<file path="src/rtl/canny_window_driver.sv">
// canny_window_driver: loads a 5x5 window (up to three planes) from the window
// buffer into the Canny detector, runs one operation, reads the result back.
//
// state | meaning
// IDLE  | bus idle, waiting for start
// LOAD  | stream window bytes buffer -> detector, one per cycle
// OP    | bOPEnable low for OP_CYCLES cycles
// RD1   | read primary result register
// RD2   | capture primary result; Sobel also reads direction
// FIN   | capture direction, publish results and done
module canny_window_driver #(
  parameter int OP_CYCLES = 4
) (
  input  logic       clk,
  input  logic       rst,
  input  logic       start,
  input  logic [2:0] cmd_mode,
  input  logic [2:0] cmd_planes,
  output logic       busy,
  output logic       done,
  output logic       err,
  output logic [7:0] result_a,
  output logic [7:0] result_b,
  output logic [7:0] mem_addr,
  input  logic [7:0] mem_data,
  output logic [2:0] dAddrRegRow,
  output logic [2:0] dAddrRegCol,
  output logic       bWE,
  output logic       bCE,
  output logic [7:0] InData,
  input  logic [7:0] OutData,
  output logic [2:0] OPMode,
  output logic       bOPEnable,
  output logic [3:0] dReadReg,
  output logic [3:0] dWriteReg
);

  typedef enum logic [2:0] {IDLE, LOAD, OP, RD1, RD2, FIN} state_t;

  localparam int CW = (OP_CYCLES > 1) ? $clog2(OP_CYCLES) : 1;
  localparam logic [CW-1:0] OP_LAST = CW'(OP_CYCLES - 1);

  localparam logic [1:0] M_GAUSS = 2'd0;
  localparam logic [1:0] M_SOBEL = 2'd1;
  localparam logic [1:0] M_NMS   = 2'd2;
  localparam logic [1:0] M_HYST  = 2'd3;

  state_t          state, stateNext;
  logic [1:0]      modeQ;
  logic            errQ;
  logic [2:0]      issMask;
  logic [2:0]      issRow, issCol;
  logic [1:0]      issPlane;
  logic            issuing;
  logic            wrValid;
  logic [1:0]      wrPlane;
  logic [2:0]      wrRow, wrCol;
  logic [CW-1:0]   opCnt;
  logic [7:0]      holdA;

  assign issuing = (state == LOAD) && (issMask != 3'b000);

  // Plane currently being issued: lowest remaining bit of the load mask.
  always_comb begin
    issPlane = 2'd2;
    if (issMask[0])      issPlane = 2'd0;
    else if (issMask[1]) issPlane = 2'd1;
  end

  // FSM state register.
  always_ff @(posedge clk) begin
    if (rst) state <= IDLE;
    else     state <= stateNext;
  end

  // Command latch, address walker, write pipeline, op timer and result registers.
  always_ff @(posedge clk) begin
    if (rst) begin
      modeQ    <= 2'd0;
      errQ     <= 1'b0;
      issMask  <= 3'b000;
      issRow   <= 3'd0;
      issCol   <= 3'd0;
      wrValid  <= 1'b0;
      wrPlane  <= 2'd0;
      wrRow    <= 3'd0;
      wrCol    <= 3'd0;
      opCnt    <= OP_LAST;
      holdA    <= 8'd0;
      done     <= 1'b0;
      err      <= 1'b0;
      result_a <= 8'd0;
      result_b <= 8'd0;
    end else begin
      done    <= 1'b0;
      err     <= 1'b0;
      // buffer data returns one cycle after the address, so the write side lags by one
      wrValid <= issuing;
      wrPlane <= issPlane;
      wrRow   <= issRow;
      wrCol   <= issCol;
      if (state != OP)       opCnt <= OP_LAST;
      else if (opCnt != '0)  opCnt <= opCnt - 1'b1;
      case (state)
        IDLE: begin
          if (start) begin
            errQ   <= cmd_mode[2];
            issRow <= 3'd0;
            issCol <= 3'd0;
            if (!cmd_mode[2]) begin
              modeQ   <= cmd_mode[1:0];
              issMask <= cmd_planes;
            end
          end
        end
        LOAD: begin
          if (issuing) begin
            if (issCol == 3'd4) begin
              issCol <= 3'd0;
              if (issRow == 3'd4) begin
                issRow  <= 3'd0;
                issMask <= issMask & (issMask - 3'd1);
              end else begin
                issRow <= issRow + 3'd1;
              end
            end else begin
              issCol <= issCol + 3'd1;
            end
          end
        end
        RD2: holdA <= OutData;
        FIN: begin
          done     <= 1'b1;
          err      <= errQ;
          result_a <= errQ ? 8'd0 : holdA;
          result_b <= (!errQ && modeQ == M_SOBEL) ? OutData : 8'd0;
        end
        default: ;
      endcase
    end
  end

  // Next-state decode and detector bus drive.
  always_comb begin
    stateNext   = state;
    busy        = (state != IDLE);
    mem_addr    = 8'd0;
    bCE         = 1'b1;
    bWE         = 1'b1;
    bOPEnable   = 1'b1;
    InData      = 8'd0;
    dAddrRegRow = 3'd0;
    dAddrRegCol = 3'd0;
    OPMode      = 3'd0;
    dReadReg    = 4'd0;
    dWriteReg   = 4'd0;
    case (state)
      IDLE: begin
        if (start) begin
          if (cmd_mode[2])               stateNext = FIN;
          else if (cmd_planes == 3'b000) stateNext = OP;
          else                           stateNext = LOAD;
        end
      end
      LOAD: begin
        if (issuing) mem_addr = {issPlane, issRow, issCol};
        if (wrValid) begin
          bCE         = 1'b0;
          bWE         = 1'b0;
          InData      = mem_data;
          dAddrRegRow = wrRow;
          dAddrRegCol = wrCol;
          dWriteReg   = {2'b00, wrPlane};
        end
        if (!issuing) stateNext = OP;
      end
      OP: begin
        bOPEnable = 1'b0;
        OPMode    = {1'b0, modeQ};
        if (opCnt == '0) stateNext = RD1;
      end
      RD1: begin
        bCE = 1'b0;
        case (modeQ)
          M_GAUSS: dReadReg = 4'd0;
          M_SOBEL: dReadReg = 4'd1;
          M_NMS: begin
            dReadReg    = 4'd3;
            dAddrRegRow = 3'd1;
            dAddrRegCol = 3'd1;
          end
          M_HYST:  dReadReg = 4'd4;
          default: dReadReg = 4'd0;
        endcase
        stateNext = RD2;
      end
      RD2: begin
        if (modeQ == M_SOBEL) begin
          bCE      = 1'b0;
          dReadReg = 4'd2;
        end
        stateNext = FIN;
      end
      FIN:     stateNext = IDLE;
      default: stateNext = IDLE;
    endcase
  end

endmodule

</file>
<file path="config.mk">
export PLATFORM = sky130hd
export DESIGN_NAME = canny_window_driver
export DESIGN_NICKNAME = d
export VERILOG_FILES = /design/src/rtl/canny_window_driver.sv
export SDC_FILE = /design/constraint.sdc
export NUM_CORES = 1
export LEC_CHECK = 0
export ABC_AREA = 1
export BUFFER_PORTS_ARGS = -buffer_cell sky130_fd_sc_hd__buf_2
export CAP_MARGIN = 10
export CORE_ASPECT_RATIO = 0.5
export CORE_MARGIN = 8
export CORE_UTILIZATION = 53
export DETAILED_ROUTE_END_ITERATION = 8
export GPL_TIMING_DRIVEN = 0
export PLACE_DENSITY = 0.93
export SLEW_MARGIN = 5
export SYNTH_ARGS = -nofsm -noshare
export SYNTH_HDL_FRONTEND = slang
export SYNTH_SLANG_ARGS = --single-unit
</file>
<file path="constraint.sdc">
create_clock -name clk -period 2.8 [get_ports clk]
set_clock_uncertainty 0.2 [all_clocks]
set_input_delay 0.14 -clock clk [delete_from_list [all_inputs] [get_ports clk]]
set_output_delay 0.14 -clock clk [all_outputs]
set_load 0.05 [all_outputs]
</file>
* Word level (Yosys, flattened, before mapping) *
Cells that the tools add are included.

operators by class
  add/sub/neg operators = 4
  eq/ne operators = 18
  multiplexer cells = 45
  bitwise gates (word level) = 3
  reduce and logical (&&, ||, !) cells = 19

operator list
  kind                                           number
  two-way mux 3 bit                              17
  two-way mux 8 bit                              6
  case mux 3 bit (2 select lines)                5
  case mux 4 bit (4 select lines)                1
  case mux 3 bit (5 select lines)                1
  two-way mux 2 bit                              7
  == test 3 bit, second input constant           4
  != test 2 bit, second input constant           5
  AND reduction 3 bit                            3
  case mux 4 bit (2 select lines)                1
  adder 3 x 1 -> 3 bit, second input constant    2
  == test 3 x 2 -> 1 bit, second input constant  2
  zero test 3 bit                                2
  two-way mux 1 bit                              6
  AND reduction 6 bit                            1
  nonzero test 3 bit                             2
  == test 2 bit, second input constant           2
  zero test 2 bit                                2
  != test 2 x 1 -> 1 bit, second input constant  2
  AND reduction 4 bit                            1
  nonzero test 2 bit                             2
  OR reduction 2 bit                             2
  bitwise AND 3 bit                              1
  == test 3 x 1 -> 1 bit, second input constant  1
  other kinds (9)                                11

storage, ports and cells
  flip-flop bits (word level) = 52
  bits of input ports = 25
  output and inout bits = 55
  word-level logic and storage cells = 105

* Longest topological paths before layout *
  depth in word-level cells = 6
  gate-level depth with buffers = 10
  depth with buffers taken out = 9

* Worst setup path after synthesis *
OpenSTA, ideal clock, no wires.

  path type = register to output
  from = register state[0]
  to = output port dAddrRegCol[0]
  arrival = 1.934 ns
  required time = 2.460 ns
  slack = 0.526 ns
  stages on the path, launching flop included = 5
  path buffers = 0
  cells stage by stage = dfxtp_1 inv_1 nor2_1 nand2_1 o21ai_0

between the ends
  word-level cells in the longest chain between the ends = 2
  elaborated cells between the ends (all ways) = 3
  classes of those cells = 2 x eq/ne; 1 x mux

ends and longest elaborated chain
  what                                                              RTL line  source
  start: declaration                                                48        state_t state, stateNext;
  start signal: assignment                                          73        else state <= stateNext;
  == test 3 x 2 -> 1 bit or == test 3 x 1 -> 1 bit (tied branches)  157       case (state)
  case mux 3 bit (2 select lines) *                                 157
  end: declaration                                                  27        output logic [2:0] dAddrRegCol,

Mark *: on every way between the ends. The rest lies on a longest branch, timed or not.

* Final worst setup path *
  from = register state[0]
  to = output port dAddrRegRow[0]

between the ends
  word-level cells in the longest chain between the ends = 2
  elaborated cells between the ends (all ways) = 3
  classes of those cells = 2 x eq/ne; 1 x mux

ends and longest elaborated chain
  what                                                              RTL line  source
  == test 3 x 2 -> 1 bit or == test 3 x 1 -> 1 bit (tied branches)  157
  case mux 3 bit (2 select lines) *                                 157
  end: declaration                                                  26        output logic [2:0] dAddrRegRow,

Marked as above.

==> impl_results.md <==
* Switching power at 1.062 mW
* Classification of the worst-slack hold path: primary input to flop
* Hold Fails Final Rpt at 0
* Synthesized instance count at 350
* Startpoint-to-endpoint class of the critical path: flop to output pin
* Launching element type of the critical path: flop
* Gr usage total at 19.13%
* Maximum vdd drop at 0.3651 mV
* Post-synthesis cell type count at 25
* YS warnings at 0
* 1st-iter DRT viols at 186
* Synthesized area at ~2400 sq um
* Post-DP HPWL at 4824 microns
* Die Outline Area at between 7000 and 8000 sq um
* Count of TritonRoute iterations in the first routing pass at 4
* Max-capacitance violation count at 0
* Maximum operating frequency at 455.6 MHz
* Routability congestion estimate at 0.9045
* Area of the placeable core at approximately 4400 sq um
* Number of port buffers at 74
* Placed cell areas at approximately 2900 sq um
* Clock tree from TritonCTS: yes
* Fraction of layout cells with a size suffix above 1 at 23.04%
* Headroom to the max-slew limit at 62.57%
* Proportion of power drawn by combinational gates at 41.6%
* Clock H-tree levels at 2
* Routed wirelength normalized by instance count at 13.51 microns
* Row count at 17
* Mean number of vias per cell at 5.069
* Final Slew Violations at 0
* Routed wire length at 6810 microns
* Status: completed
* Transition time of the tightest slew-check pin at about 560 ps
* Top flip-flop cell by instance count after synthesis: dfxtp_1
* Top-level I/O count at 80
* Die outline height at 63.98 microns
* Number of buffers between clock root and the deepest sink at 2
* Internal power of the cells at between 1 and 1.5 mW
* Post-CTS resize count at 0
* Cell area power density at 760.8 nW/um^2
* Sinks on Clock Net at 52
* Portion of the post-synthesis area used by sequential elements at 42.67%
* Starting density of the core at 55.41%
* Synth-to-Final Area Change at 27.44%
* Final TNS setup at 0 ps
* Number of synthesized flops with an enable pin at 0
* Clock Latency Late Sink at 320 ps
* Final worst path period need at approximately 2200 ps
* Cell area after layout at 3109 sq um
* Antenna violation net count after detailed routing at 0
* Category of the worst setup path capture point: output pin
* Number of buffers created by CTS at 5
* Worst Path Required at 2460 ps
* Commonest cells after routing, fill and taps aside: 78 x buf_2, 68 x nor2_1, 67 x nand2_1
* Mean Syn Cell Area at 6.971 sq um
* Number of nets in the layout at 480
* Number of flip-flops and latches in the synthesized netlist at 52
* Number of global-route vias before repair at about 2500
* Leak at 1.575 nW
* Reg power frac at 39.0%
* Antenna violations before repair at 0
* Number of vias after detailed routing at 2555
* Number of inserted diodes at 0
* CP arrival at around 1900 ps
* Die width at 112.0 microns
* Unrepaired setup endpoints after global routing: false
* Share of total power consumed by net switching at 44.90%
* Post-route clock period utilization at about four fifths
* Maximum number of pins on one net before global-route repair at 19
* Final setup violation count at 0
* Remaining global-route overflow at 0
* Clock power share at 19.4%
* Most common cell after layout, fill and taps aside: buf_2
* CTS Root Cell: clkbuf_8
* Global-route wire length before repair at between 10000 and 15000 microns
* Fill cell total of the finished layout at between 300 and 400
* Clock-pin slew reported for the worst setup and hold paths after clock tree synthesis at ~100 ps
* Proportion of synthesized flip-flops having asynchronous set or reset at 0%
* Max FO, Critical Path at 6
* Remaining design rule violation count at 0
## layout make-up
cell class / count / area [sq um] / share of cell area (%)
timing repair buffer: 86 / 490.5 / 15.77
clock inverter: 3 / 27.53 / 0.8853
multi-input combinational: 247 / 1176 / 37.83
tap: 57 / 71.32 / 2.294
clock buffer: 5 / 68.82 / 2.213
sequential: 52 / 1041 / 33.48
buffer: 18 / 98.84 / 3.179
inverter: 36 / 135.1 / 4.346
## cells by family (layout without fill, tap and decap cells)
kind of cell / Yosys count / after routing / synth area share (%)
other cells: 1 / 4 / 0.1537
fa+ha+maj: 9 / 9 / 4.615
compound gates: 33 / 33 / 7.077
buf+inv: 54 / 148 / 9.590
flops: 52 / 52 / 42.67
simple gates: 201 / 201 / 35.90
## power groups by stage
| stage | Clock (mW) | Sequential (mW) | Combinational [mW] |
|---|---|---|---|
| floorplan | 0 | 0.931 | 0.741 |
| global placement | 0 | 0.931 | 0.935 |
| detailed placement | 0 | 0.937 | 0.954 |
| CTS | 0.455 | 0.919 | 0.977 |
| global route | 0.489 | 0.935 | 1.10 |
| finish | 0.458 | 0.923 | 0.984 |
## synthesized netlist by cell type (4+ instances only)
cell	count	area share, %
buf_4	5	1.5
a21oi_1	8	1.6
nand3_1	50	10
buf_2	4	0.82
ha_1	9	4.6
clkbuf_1	8	1.2
nor2_1	68	10
inv_1	34	5.2
o21ai_0	20	4.1
nand2_1	67	10
dfxtp_1	52	43
## metal layers
metal / track usage [%] / share of wire [%] / up-vias
met3: 6.461 / 9.6 / 7
met5: 0 / 0 / -
met1: 21.73 / 43 / 1140
met4: 5.657 / 1.2 / 0
met2: 33.93 / 46 / 110
li1: - / - / 1298
## stage by stage
step	hold slack, ps	util, %	setup slack, ps	instances	total power [mW]
after floorplan	71.29	-	526.4	353	1.671
after global placement	172.2	65.70	1019	484	1.867
after detailed placement	180.2	65.70	985.4	484	1.891
after CTS	16.35	70.62	625.2	504	2.351
after global routing	33.04	70.62	474.3	504	2.522
final	30.20	70.62	605.3	504	2.365
## worst max-delay path, stage by stage, from the launching register on
cell and delay [ps]:
dfxtp_1 500, inv_1 150, nor2_1 220, nand2_1 190
o21ai_0 190, buf_2 290
## flip-flops by register name (all words and copies together) (netlist names), 2 cells and up
signal / count
result_b: 8
holdA: 8
result_a: 8
opCnt: 2
wrRow: 3
state: 3
issCol: 3
wrPlane: 2
modeQ: 2
issRow: 3
issMask: 3
wrCol: 3
## final timing paths
kind / startpoint / end / slack (ps) / depth (start not counted)
setup / recovery: state[0] / dAddrRegRow[0] / 610 / 5
hold / removal: rst / wrRow[0] / 30 / 2
setup reg to reg: state[1] / result_b[5] / 970 / 6
hold reg to reg: result_a[4] / result_a[4] / 270 / 2
## what timing repair did
item                      4_1_cts  5_1_grt
setup buffers                   0        0
hold buffers                   12        0
hold endpoints to repair       20        0
Note: power is estimated with default switching activity, not from simulation.
